**src/rtl/writeback_multi_pkg.sv**
```systemverilog
`default_nettype none
// ============================================================================
//  Module      : dioptase_wb_pkg
//  Description : Shared encodings, FSM state type and lane constants for the
//                multi-slot writeback stage.
//  Revision    : 1.0 - initial release
// ============================================================================
package dioptase_wb_pkg;

    // Load size encodings; the fourth code behaves as a full word.
    localparam logic [1:0] LD_BYTE = 2'd0;
    localparam logic [1:0] LD_HALF = 2'd1;
    localparam logic [1:0] LD_WORD = 2'd2;

    // Writeback FSM: idle, waiting on load data, draining a killed load.
    typedef enum logic [1:0] {
        IDLE  = 2'd0,
        WAIT  = 2'd1,
        DRAIN = 2'd2
    } wb_state_e;

    // Lane geometry inside the low 32-bit memory word.
    localparam int c_byte_w        = 8;
    localparam int c_half_w        = 16;
    localparam int c_word_w        = 32;
    localparam int c_half_shift_lo = 0;
    localparam int c_half_shift_md = 8;
    localparam int c_half_shift_hi = 16;

endpackage : dioptase_wb_pkg
`default_nettype wire

```
**src/rtl/writeback_multi_if.sv**
```systemverilog
`default_nettype none
// ============================================================================
//  Module      : writeback_multi_if
//  Description : Slot-group, memory-response and register-file write bundle
//                of the writeback stage. master = memory stage / RF side,
//                slave = writeback stage.
//  Revision    : 1.0 - initial release
// ============================================================================
interface writeback_multi_if #(
    parameter int XLEN   = 32,
    parameter int NSLOTS = 2,
    parameter int RA_W   = 5
);
    logic                     halt;
    logic                     flush;
    logic                     valid_in;
    logic [NSLOTS-1:0]        slot_en;
    logic [NSLOTS*RA_W-1:0]   tgt_in;
    logic [NSLOTS-1:0]        no_wb;
    logic                     is_load;
    logic                     is_store;
    logic [1:0]               ld_size;
    logic                     ld_signed;
    logic [1:0]               addr_lo;
    logic [NSLOTS*XLEN-1:0]   alu_result;
    logic                     mem_rvalid;
    logic [XLEN-1:0]          mem_rdata;
    logic                     stall_out;
    logic [NSLOTS-1:0]        rf_we;
    logic [NSLOTS*RA_W-1:0]   rf_tgt;
    logic [NSLOTS*XLEN-1:0]   rf_data;

    modport master (
        output halt, flush, valid_in, slot_en, tgt_in, no_wb, is_load,
               is_store, ld_size, ld_signed, addr_lo, alu_result,
               mem_rvalid, mem_rdata,
        input  stall_out, rf_we, rf_tgt, rf_data
    );

    modport slave (
        input  halt, flush, valid_in, slot_en, tgt_in, no_wb, is_load,
               is_store, ld_size, ld_signed, addr_lo, alu_result,
               mem_rvalid, mem_rdata,
        output stall_out, rf_we, rf_tgt, rf_data
    );
endinterface : writeback_multi_if
`default_nettype wire

```
**src/rtl/writeback_multi_load_align.sv**
```systemverilog
`default_nettype none
// ============================================================================
//  Module      : load_align
//  Description : Combinational subword extraction of load data from the low
//                32 bits of the memory word, with zero/sign extension.
//  Revision    : 1.0 - initial release
// ============================================================================
module load_align
    import dioptase_wb_pkg::*;
#(
    parameter int XLEN = 32
) (
    input  logic [1:0]      ld_size,
    input  logic            ld_signed,
    input  logic [1:0]      addr_lo,
    input  logic [XLEN-1:0] mem_rdata,
    output logic [XLEN-1:0] ld_data
);

    logic [31:0] w_word;
    logic [7:0]  w_byte;
    logic [15:0] w_half;
    logic        w_fill;

    assign w_word = mem_rdata[31:0];

    // Byte lane picked directly by the low address bits.
    always_comb begin
        w_byte = w_word[7:0];
        case (addr_lo)
            2'd0:    w_byte = w_word[0*c_byte_w +: c_byte_w];
            2'd1:    w_byte = w_word[1*c_byte_w +: c_byte_w];
            2'd2:    w_byte = w_word[2*c_byte_w +: c_byte_w];
            default: w_byte = w_word[3*c_byte_w +: c_byte_w];
        endcase
    end

    // Half lane: offset 1 straddles the middle bytes, offsets 2/3 share the top half.
    always_comb begin
        w_half = w_word[c_half_shift_lo +: c_half_w];
        case (addr_lo)
            2'd0:    w_half = w_word[c_half_shift_lo +: c_half_w];
            2'd1:    w_half = w_word[c_half_shift_md +: c_half_w];
            default: w_half = w_word[c_half_shift_hi +: c_half_w];
        endcase
    end

    // Fill the whole result with the extension bit, then overlay the lane.
    always_comb begin
        w_fill  = 1'b0;
        ld_data = '0;
        case (ld_size)
            LD_BYTE: begin
                w_fill                 = ld_signed & w_byte[c_byte_w-1];
                ld_data                = {XLEN{w_fill}};
                ld_data[c_byte_w-1:0]  = w_byte;
            end
            LD_HALF: begin
                w_fill                 = ld_signed & w_half[c_half_w-1];
                ld_data                = {XLEN{w_fill}};
                ld_data[c_half_w-1:0]  = w_half;
            end
            default: begin
                w_fill                 = ld_signed & w_word[c_word_w-1];
                ld_data                = {XLEN{w_fill}};
                ld_data[c_word_w-1:0]  = w_word;
            end
        endcase
    end

endmodule : load_align
`default_nettype wire

```
**src/rtl/writeback_multi.sv**
```systemverilog
`default_nettype none
// ============================================================================
//  Module      : writeback_multi
//  Description : Multi-slot writeback stage. Retires NSLOTS slots per cycle,
//                waits on variable-latency load data (stalling upstream),
//                drains flushed loads, arbitrates same-target writes (later
//                slot wins) and registers the register-file write ports.
//  Revision    : 1.0 - initial release
// ============================================================================
module writeback_multi
    import dioptase_wb_pkg::*;
#(
    parameter int XLEN   = 32,
    parameter int NSLOTS = 2,
    parameter int RA_W   = 5
) (
    input  logic              clk,
    input  logic              rst_n,
    writeback_multi_if.slave  bus
);

    wb_state_e               r_state;
    wb_state_e               w_state_nxt;
    logic                    w_retire;
    logic                    w_stall;
    logic [NSLOTS-1:0]       w_elig;
    logic [NSLOTS-1:0]       w_we;
    logic [XLEN-1:0]         w_ld_data;
    logic [NSLOTS*XLEN-1:0]  w_data;
    logic [NSLOTS-1:0]       r_rf_we;
    logic [NSLOTS*RA_W-1:0]  r_rf_tgt;
    logic [NSLOTS*XLEN-1:0]  r_rf_data;

    load_align #(
        .XLEN (XLEN)
    ) u_load_align (
        .ld_size   (bus.ld_size),
        .ld_signed (bus.ld_signed),
        .addr_lo   (bus.addr_lo),
        .mem_rdata (bus.mem_rdata),
        .ld_data   (w_ld_data)
    );

    // Per-slot write eligibility and data source; only slot 0 can be a memory op.
    for (genvar gi = 0; gi < NSLOTS; gi++) begin : g_slot
        if (gi == 0) begin : g_mem_slot
            assign w_elig[gi] = bus.slot_en[gi] && (bus.tgt_in[gi*RA_W +: RA_W] != '0)
                                && !bus.no_wb[gi] && !bus.is_store;
            assign w_data[gi*XLEN +: XLEN] = bus.is_load ? w_ld_data
                                                         : bus.alu_result[gi*XLEN +: XLEN];
        end else begin : g_alu_slot
            assign w_elig[gi] = bus.slot_en[gi] && (bus.tgt_in[gi*RA_W +: RA_W] != '0)
                                && !bus.no_wb[gi];
            assign w_data[gi*XLEN +: XLEN] = bus.alu_result[gi*XLEN +: XLEN];
        end
    end

    // Same-target arbitration: an earlier slot yields to any later writer of its target.
    always_comb begin
        w_we = w_elig;
        for (int i = 0; i < NSLOTS; i++) begin
            for (int j = i + 1; j < NSLOTS; j++) begin
                if (w_elig[j] && (bus.tgt_in[j*RA_W +: RA_W] == bus.tgt_in[i*RA_W +: RA_W])) begin
                    w_we[i] = 1'b0;
                end
            end
        end
    end

    // Next state, retire decision and stall request from the current state.
    always_comb begin
        w_state_nxt = r_state;
        w_stall     = 1'b0;
        w_retire    = 1'b0;
        case (r_state)
            IDLE: begin
                w_retire = bus.valid_in && !bus.flush && (!bus.is_load || bus.mem_rvalid);
                if (bus.valid_in && !bus.flush && bus.is_load && !bus.mem_rvalid) begin
                    w_stall     = 1'b1;
                    w_state_nxt = WAIT;
                end
            end
            WAIT: begin
                w_stall = !bus.mem_rvalid;
                if (bus.mem_rvalid) begin
                    // A flush arriving with the data kills the write but still closes the load.
                    w_retire    = bus.valid_in && !bus.flush;
                    w_state_nxt = IDLE;
                end else if (bus.flush) begin
                    w_state_nxt = DRAIN;
                end
            end
            DRAIN: begin
                w_stall = 1'b1;
                if (bus.mem_rvalid) begin
                    w_state_nxt = IDLE;
                end
            end
            default: begin
                w_state_nxt = IDLE;
            end
        endcase
    end

    // State register; halt freezes it.
    always_ff @(posedge clk or negedge rst_n) begin
        if (!rst_n) begin
            r_state <= IDLE;
        end else if (!bus.halt) begin
            r_state <= w_state_nxt;
        end
    end

    // Register-file write port: captured on retire, enables pulse for one cycle.
    always_ff @(posedge clk or negedge rst_n) begin
        if (!rst_n) begin
            r_rf_we   <= '0;
            r_rf_tgt  <= '0;
            r_rf_data <= '0;
        end else if (!bus.halt) begin
            if (w_retire) begin
                r_rf_we   <= w_we;
                r_rf_tgt  <= bus.tgt_in;
                r_rf_data <= w_data;
            end else begin
                r_rf_we   <= '0;
            end
        end
    end

    // Stall is forced low while reset is held so upstream never sees a stale request.
    assign bus.stall_out = rst_n && w_stall;
    assign bus.rf_we     = r_rf_we;
    assign bus.rf_tgt    = r_rf_tgt;
    assign bus.rf_data   = r_rf_data;

endmodule : writeback_multi
`default_nettype wire
```
**src/flat_wrapper.sv**
```systemverilog
// flat-port wrapper written by rule: the top's interface ports become plain ports
module writeback_multi_flat import dioptase_wb_pkg::*;
#(
    parameter int XLEN   = 32,
    parameter int NSLOTS = 2,
    parameter int RA_W   = 5
)
  (clk, rst_n, bus_halt, bus_flush, bus_valid_in, bus_slot_en, bus_tgt_in, bus_no_wb, bus_is_load, bus_is_store, bus_ld_size, bus_ld_signed, bus_addr_lo, bus_alu_result, bus_mem_rvalid, bus_mem_rdata, bus_stall_out, bus_rf_we, bus_rf_tgt, bus_rf_data);
  writeback_multi_if #(.XLEN(XLEN), .NSLOTS(NSLOTS), .RA_W(RA_W)) bus_i ();
  input  logic clk;
  input  logic rst_n;
  input wire logic [$bits(bus_i.halt)-1:0] bus_halt;
  input wire logic [$bits(bus_i.flush)-1:0] bus_flush;
  input wire logic [$bits(bus_i.valid_in)-1:0] bus_valid_in;
  input wire logic [$bits(bus_i.slot_en)-1:0] bus_slot_en;
  input wire logic [$bits(bus_i.tgt_in)-1:0] bus_tgt_in;
  input wire logic [$bits(bus_i.no_wb)-1:0] bus_no_wb;
  input wire logic [$bits(bus_i.is_load)-1:0] bus_is_load;
  input wire logic [$bits(bus_i.is_store)-1:0] bus_is_store;
  input wire logic [$bits(bus_i.ld_size)-1:0] bus_ld_size;
  input wire logic [$bits(bus_i.ld_signed)-1:0] bus_ld_signed;
  input wire logic [$bits(bus_i.addr_lo)-1:0] bus_addr_lo;
  input wire logic [$bits(bus_i.alu_result)-1:0] bus_alu_result;
  input wire logic [$bits(bus_i.mem_rvalid)-1:0] bus_mem_rvalid;
  input wire logic [$bits(bus_i.mem_rdata)-1:0] bus_mem_rdata;
  output wire logic [$bits(bus_i.stall_out)-1:0] bus_stall_out;
  output wire logic [$bits(bus_i.rf_we)-1:0] bus_rf_we;
  output wire logic [$bits(bus_i.rf_tgt)-1:0] bus_rf_tgt;
  output wire logic [$bits(bus_i.rf_data)-1:0] bus_rf_data;
  assign bus_i.halt = bus_halt;
  assign bus_i.flush = bus_flush;
  assign bus_i.valid_in = bus_valid_in;
  assign bus_i.slot_en = bus_slot_en;
  assign bus_i.tgt_in = bus_tgt_in;
  assign bus_i.no_wb = bus_no_wb;
  assign bus_i.is_load = bus_is_load;
  assign bus_i.is_store = bus_is_store;
  assign bus_i.ld_size = bus_ld_size;
  assign bus_i.ld_signed = bus_ld_signed;
  assign bus_i.addr_lo = bus_addr_lo;
  assign bus_i.alu_result = bus_alu_result;
  assign bus_i.mem_rvalid = bus_mem_rvalid;
  assign bus_i.mem_rdata = bus_mem_rdata;
  assign bus_stall_out = bus_i.stall_out;
  assign bus_rf_we = bus_i.rf_we;
  assign bus_rf_tgt = bus_i.rf_tgt;
  assign bus_rf_data = bus_i.rf_data;
  writeback_multi #(.XLEN(XLEN), .NSLOTS(NSLOTS), .RA_W(RA_W)) u_core (.clk(clk), .rst_n(rst_n), .bus(bus_i));
endmodule
```
**config.mk**
```make
export PLATFORM = sky130hd
export DESIGN_NAME = writeback_multi_flat
export DESIGN_NICKNAME = d
export VERILOG_FILES = /design/src/rtl/writeback_multi_pkg.sv /design/src/rtl/writeback_multi_if.sv /design/src/rtl/writeback_multi_load_align.sv /design/src/rtl/writeback_multi.sv /design/src/flat_wrapper.sv
export SDC_FILE = /design/constraint.sdc
export NUM_CORES = 1
export LEC_CHECK = 0
export CAP_MARGIN = 40
export CELL_PAD_IN_SITES_DETAIL_PLACEMENT = 0
export CELL_PAD_IN_SITES_GLOBAL_PLACEMENT = 1
export CORE_MARGIN = 5
export CORE_UTILIZATION = 30
export CTS_CLUSTER_DIAMETER = 30
export DETAILED_ROUTE_END_ITERATION = 16
export PLACE_DENSITY_LB_ADDON = 0.08
export SLEW_MARGIN = 0
export SYNTH_ARGS = -nofsm -noshare
export SYNTH_HDL_FRONTEND = slang
export SYNTH_HIERARCHICAL = 1
export SYNTH_SLANG_ARGS = --single-unit
```
**constraint.sdc**
```tcl
create_clock -name clk -period 4.2 [get_ports clk]
set_input_delay 1.26 -clock clk [delete_from_list [all_inputs] [get_ports clk]]
set_output_delay 1.26 -clock clk [all_outputs]
set_load 0.01 [all_outputs]
```
# After elaboration in Yosys (flattened, before gate mapping)
# Cells that the tools add are included.
[op_classes] n_eq_ne=9 muxes=15 bitwise=3 reduce_logical=25
[op_table] cell="one-hot mux 32 bit (2 select lines)" n=1
[op_table] cell="2-to-1 mux 32 bit" n=1
[op_table] cell="one-hot mux 16 bit (2 select lines)" n=1
[op_table] cell="one-hot mux 8 bit (3 select lines)" n=1
[op_table] cell="logical AND 1 bit" n=11
[op_table] cell="2-to-1 mux 2 bit" n=5
[op_table] cell="nonzero test 5 bit" n=2
[op_table] cell="== test 2 x 1 -> 1 bit, second input constant" n=3
[op_table] cell="zero test 1 bit" n=6
[op_table] cell="zero test 2 bit" n=3
[op_table] cell="one-hot mux 2 bit (3 select lines)" n=1
[op_table] cell="== test 5 bit" n=1
[op_table] cell="== test 2 bit, second input constant" n=2
[op_table] cell="AND reduction 4 bit" n=1
[op_table] cell="2-to-1 mux 1 bit" n=3
[op_table] cell="!= test 3 bit, second input constant" n=1
[op_table] cell="one-hot mux 1 bit (3 select lines)" n=1
[op_table] cell="AND 1 bit" n=2
[op_table] cell="!= test 2 x 1 -> 1 bit, second input constant" n=1
[op_table] cell="!= test 2 bit, second input constant" n=1
[op_table] cell="one-hot mux 1 bit (2 select lines)" n=1
[op_table] cell="AND reduction 2 bit" n=1
[op_table] cell="logical OR 1 bit" n=1
[op_table] cell="NOT 1 bit" n=1
[totals] register_bits=78 input_bits=123 output_inout_bits=77 wordCells=56

# Logic depth before layout (Yosys ltp)
[logic_depth] depth_word=7 depth_mapped=7 mapped_depth_nobuf=5

# Cells and area by module
# Netlist, hierarchy kept.
[modules_own_cells] mod="writeback_multi" instances=1 cells_each=265 area_per_inst_um2=3372.0 seq_area_each_um2=1951.9
[modules_own_cells] mod="load_align" instances=1 cells_each=136 area_per_inst_um2=965.9 seq_area_each_um2=0.0

# Least setup slack after synthesis
# Ideal clock, no wire load.
[synth_path] path_kind="input to output" start="input port bus_is_load" end="output port bus_stall_out" t_arrival_ns=1.907 required_time_ns=2.940 setup_slack_ns=1.033 cell_stages=3 n_path_buf=1 cell_sequence="buf_2 nor4bb_1 o311a_1"
[synth_via] elab_chain_len=5
[synth_lines] item="start: declaration" line="flat_wrapper.sv:18" rtl="input wire logic [$bits(bus_i.is_load)-1:0] bus_is_load;"
[synth_lines] item="logical AND 1 bit (2 in series)" line="writeback_multi.sv:78" rtl="if (bus.valid_in && !bus.flush && bus.is_load && !bus.mem_rvalid) begin"
[synth_lines] item="2-to-1 mux 1 bit" line="writeback_multi.sv:78"
[synth_lines] item="one-hot mux 1 bit (3 select lines)" line="writeback_multi.sv:75" rtl="case (r_state)"
[synth_lines] item="logical AND 1 bit" line="writeback_multi.sv:132" rtl="assign bus.stall_out = rst_n && w_stall;"
[synth_lines] item="end: declaration" line="flat_wrapper.sv:26" rtl="output wire logic [$bits(bus_i.stall_out)-1:0] bus_stall_out;"
# No other way between the ends.

# Worst setup path after layout
[layout_path] start="input port bus_valid_in" end="output port bus_stall_out"
[layout_via] elab_chain_len=6
[layout_lines] item="start: declaration" line="flat_wrapper.sv:14" rtl="input wire logic [$bits(bus_i.valid_in)-1:0] bus_valid_in;"
[layout_lines] item="logical AND 1 bit (3 in series)" line="writeback_multi.sv:78"
[layout_lines] item="2-to-1 mux 1 bit" line="writeback_multi.sv:78"
[layout_lines] item="one-hot mux 1 bit (3 select lines)" line="writeback_multi.sv:75"
[layout_lines] item="logical AND 1 bit" line="writeback_multi.sv:132"
# No other way between the ends.

==> results.txt <==
A synthesized cell averages 10.82 µm². Fill cells in the final layout number 1,340. Across the routed clock network, the largest skew measured is 0.002789 ns. Total count of hold-check failures in the final report: 0. Slowest stage cell on the critical path: sky130_fd_sc_hd__clkdlybuf4s50_1. The share of final-layout standard cells stronger than drive strength 1 is 0.1625, and the quantity of I/O buffers inserted on ports is 199.

Reg-to-reg startpoint: u_core/r_state[0]$_DFFE_PN0P_. The width of the die works out to 130.3 µm. For the pin with the worst max-slew slack, the measured transition is 0.6776 ns. End-of-flow core utilization: 0.4757. The endpoint identified for the worst register-to-register timing path is u_core/bus.rf_data[43]$_DFFE_PN0P_.

The tools report the worst min-delay path startpoint as u_core/bus.rf_data[20]$_DFFE_PN0P_. By area the synthesized netlist is led by sky130_fd_sc_hd__dfrtp_1 (45%), sky130_fd_sc_hd__mux2_2 (14%), sky130_fd_sc_hd__mux2i_1 (9.0%). The finished layout holds 787 standard cells, fillers aside.

The destination of the critical timing path is bus_stall_out. The final standard cell area without fillers is 6835 µm², and the headroom to the max-slew limit is 0.5481. Relative to the synthesized area, the layout overhead comes to 57.57%.

The post-synthesis cell type count came out at 37. STA classifies the critical path startpoint as an input port. The tools report the launching instance or port of the critical path as bus_valid_in.

Timing would allow up to 246.0 MHz. The flow ran to the end, and the final reports show no timing, DRC or antenna violations. In the final layout, flip-flops and latches occupy 1952 µm².

The worst setup path is captured at an output port. Leaving out fill and tap cells, the most frequent cells in the layout are sky130_fd_sc_hd__clkdlybuf4s50_1 (197), sky130_fd_sc_hd__dfrtp_1 (78), sky130_fd_sc_hd__nand2_1 (61). The critical path goes through clkdlybuf4s50_1 > nor4bb_2 > o311a_1 > clkdlybuf4s50_1. The most numerous cell type found on the critical path is sky130_fd_sc_hd__clkdlybuf4s50_1. In this run the cell area measured after placement is 6514 µm². STA puts the critical path data required time at 2.94 ns.

The worst-path maximum fanout is 2. Measured along the y axis, the die boundary spans 130.3 µm. The worst ir drop on vdd is 0.0002408 V, and the total area of multi-input combinational cells is 2178 µm². 0 antenna diodes ended up in the layout.

For the count of clock tree sinks, the log shows 78. The via count came out at 3,808. The logs give 2.21 ns for the reg2reg setup slack and 0 for the post-CTS setup buffer count.

Entering global routing, the biggest net connects 56 pins. Leaving out fill and tap cells, the most frequent cell in the layout is sky130_fd_sc_hd__clkdlybuf4s50_1. Clock-pin slew was measured on the worst setup and hold paths at 0.06 ns. The final-report max-slew violation count is 0, and the number of cell instances on the worst register-to-register path is 4. The tools report the clock buffer count from CTS as 9. Number of placed cells counting well taps: 771. The floorplan step defined a die boundary enclosing 16,970 µm².

The global router's overall resource usage is 0.1679. The number of antenna violations at the first check in global routing is 0. The final layout contains 721 nets. Setup violations remaining at the end of the flow were counted as 0. The path class of the tightest hold or removal check is register to register. The synthesized netlist occupies a cell area of 4338 µm². The run gives 4,010 as the number of global-route vias before repair.

The logs give 13.93 mm for the final routed wirelength across all metal layers and 524 for the synthesized net count. The final cycle utilization of the critical path was 0.9679; the reported leakage power was 2.834 nW. TritonCTS built the clock tree. The placed wire-length estimate is 10.85 mm. Dividing the detail-routed via count by the number of cells gives 4.839. For the sequential share of the synthesized area, the log shows 0.4500.

The floorplan step defined a core boundary enclosing 14,370 µm². The starting density of the core was 0.3019. The total negative slack is 0 ns, and the clock latency on the worst-skew pair is 0.33 ns. The worst setup path is of the input port to output port kind.

Row generation in the floorplan step produced 44 rows. The final critical-path required period works out to 4.065 ns. Total number of yosys warnings: 6.

The largest total area in the synthesized netlist belongs to sky130_fd_sc_hd__dfrtp_1. Residual antenna-violating net count after detailed routing: 0. The worst-case hold slack is 0.4757 ns, and the area share of the largest cell type after synthesis is 0.4500. Setup repair after global routing left no endpoint under its margin. Global routing finished with a remaining overflow of 0. In this run, post-CTS repair resized a total of 0 instances.

In this run the power density over the cells is 392.5 nW/µm². For the DRC violation count after routing, the log shows 0. At the end of routability-driven placement, the weighted congestion stood at 0.8421. The hold buffer count at CTS is 0, and the largest stage delay on the critical path is 0.54 ns.

The H-tree was split into 3 levels. The run gives 22.07 mm as the wire length of the first global-routing pass. Max-cap violations in this run came to 0. The number of detailed-routing iterations run before antenna repair was 4. Clock tree synthesis selected as its root buffer the cell sky130_fd_sc_hd__clkbuf_16. The longest clock path from root to sink contains 2 buffers. In the final routed layout, each cell accounts on average for 17.69 µm. The arrival time at the worst endpoint was 2.80 ns; the total I/O pin count was 200.

The synthesized flop and latch total is 78, and the number of instances in the synthesized netlist is 401. The detailed router finished its first iteration with 113 violations.
flip-flops by register name, indices dropped and copies added (netlist names):
name,count
u_core/bus.rf_data,64
u_core/bus.rf_tgt,10
u_core/bus.rf_we,2
u_core/r_state,2
per-stage QoR:
stage / setup WS [ns] / power (mW)
after floorplan: 1.033 / 1.329
after global placement: 0.1399 / 1.860
after detailed placement: 0.08593 / 1.880
after CTS: 0.08287 / 2.737
after global routing: 0.06657 / 2.846
final: 0.1350 / 2.683
how the worst min path moves through the flow:
stage | to | slack [ns] | cells past startpoint
after floorplan | u_core/bus.rf_data[12]$_DFFE_PN0P_ | 0.51 | 2
after global placement | u_core/bus.rf_data[20]$_DFFE_PN0P_ | 0.46 | 2
after detailed placement | u_core/bus.rf_we[0]$_DFFE_PN0N_ | 0.47 | 2
after CTS | u_core/bus.rf_data[27]$_DFFE_PN0P_ | 0.48 | 2
after global routing | u_core/bus.rf_data[1]$_DFFE_PN0P_ | 0.50 | 2
final | u_core/bus.rf_data[20]$_DFFE_PN0P_ | 0.48 | 2
power breakdown:
group          internal (mW)  switching, mW  leakage, nW
Combinational          0.523          0.339         1.72
Sequential             0.911         0.0790        0.961
Clock                  0.520          0.311        0.152
synth_stat cells:
cell                        instances
sky130_fd_sc_hd__a21oi_1            1
sky130_fd_sc_hd__o21bai_1           1
sky130_fd_sc_hd__buf_4              2
sky130_fd_sc_hd__mux2_1             4
sky130_fd_sc_hd__buf_2             12
sky130_fd_sc_hd__o31ai_1            1
sky130_fd_sc_hd__clkbuf_1           8
sky130_fd_sc_hd__nand2_1           61
sky130_fd_sc_hd__nor3b_1            1
sky130_fd_sc_hd__xnor2_1            4
sky130_fd_sc_hd__o2111ai_4          2
sky130_fd_sc_hd__dfrtp_1           78
sky130_fd_sc_hd__a22oi_2            1
sky130_fd_sc_hd__nand2b_1          10
sky130_fd_sc_hd__nor3_1             3
sky130_fd_sc_hd__nor2_2             2
sky130_fd_sc_hd__o41ai_2            1
sky130_fd_sc_hd__o21ai_0           46
sky130_fd_sc_hd__mux2_2            53
sky130_fd_sc_hd__nand4_1            1
sky130_fd_sc_hd__o311a_1            1
sky130_fd_sc_hd__o211ai_1          32
sky130_fd_sc_hd__mux2i_1           39
sky130_fd_sc_hd__inv_1              1
sky130_fd_sc_hd__nand3_1            1
sky130_fd_sc_hd__nor4bb_1           2
sky130_fd_sc_hd__nor2_1             5
sky130_fd_sc_hd__a22oi_1            7
sky130_fd_sc_hd__inv_2              1
sky130_fd_sc_hd__o21ai_1            1
sky130_fd_sc_hd__a211oi_1           1
sky130_fd_sc_hd__and3b_1            1
sky130_fd_sc_hd__buf_6              9
sky130_fd_sc_hd__mux2_4             2
sky130_fd_sc_hd__nor2b_1            3
sky130_fd_sc_hd__xor2_1             1
sky130_fd_sc_hd__or4_1              2
cell type report:
type                    instances  area share
clock buffers                  10     0.03350
clock inverters                 6     0.01263
well taps                     184     0.03368
repair buffers                217      0.3148
flip-flops and latches         78      0.2856
multi-input cells             290      0.3187
inverters                       2    0.001098
metal layers:
layer	share of wire	vias up	wire length [µm]	GRT usage
li1	-	1849	-	-
met1	0.42	1816	5891	0.2152
met2	0.47	126	6499	0.2610
met3	0.093	17	1299	0.06713
met4	0.017	0	235	0.05134
met5	0	-	0	0
kinds of logic (layout without fill, tap and decap cells):
group / after synthesis / count (layout) / share of synthesized area
xor gates and xnor gates: 5 / 5 / 0.01009
DFF: 78 / 78 / 0.4500
AOI/OAI and AO/OA: 95 / 95 / 0.1491
and+or+nand+nor: 92 / 92 / 0.09662
muxes: 98 / 98 / 0.2449
buffers and inverters: 33 / 235 / 0.04932
worst max-delay path, delay by kind of cell:
family / cells / cell delay, ns
buffers and inverters: 2 / 1.02
and+or+nand+nor: 1 / 0.32
AOI/OAI and AO/OA: 1 / 0.19
Power figures use the tool's default switching activity.
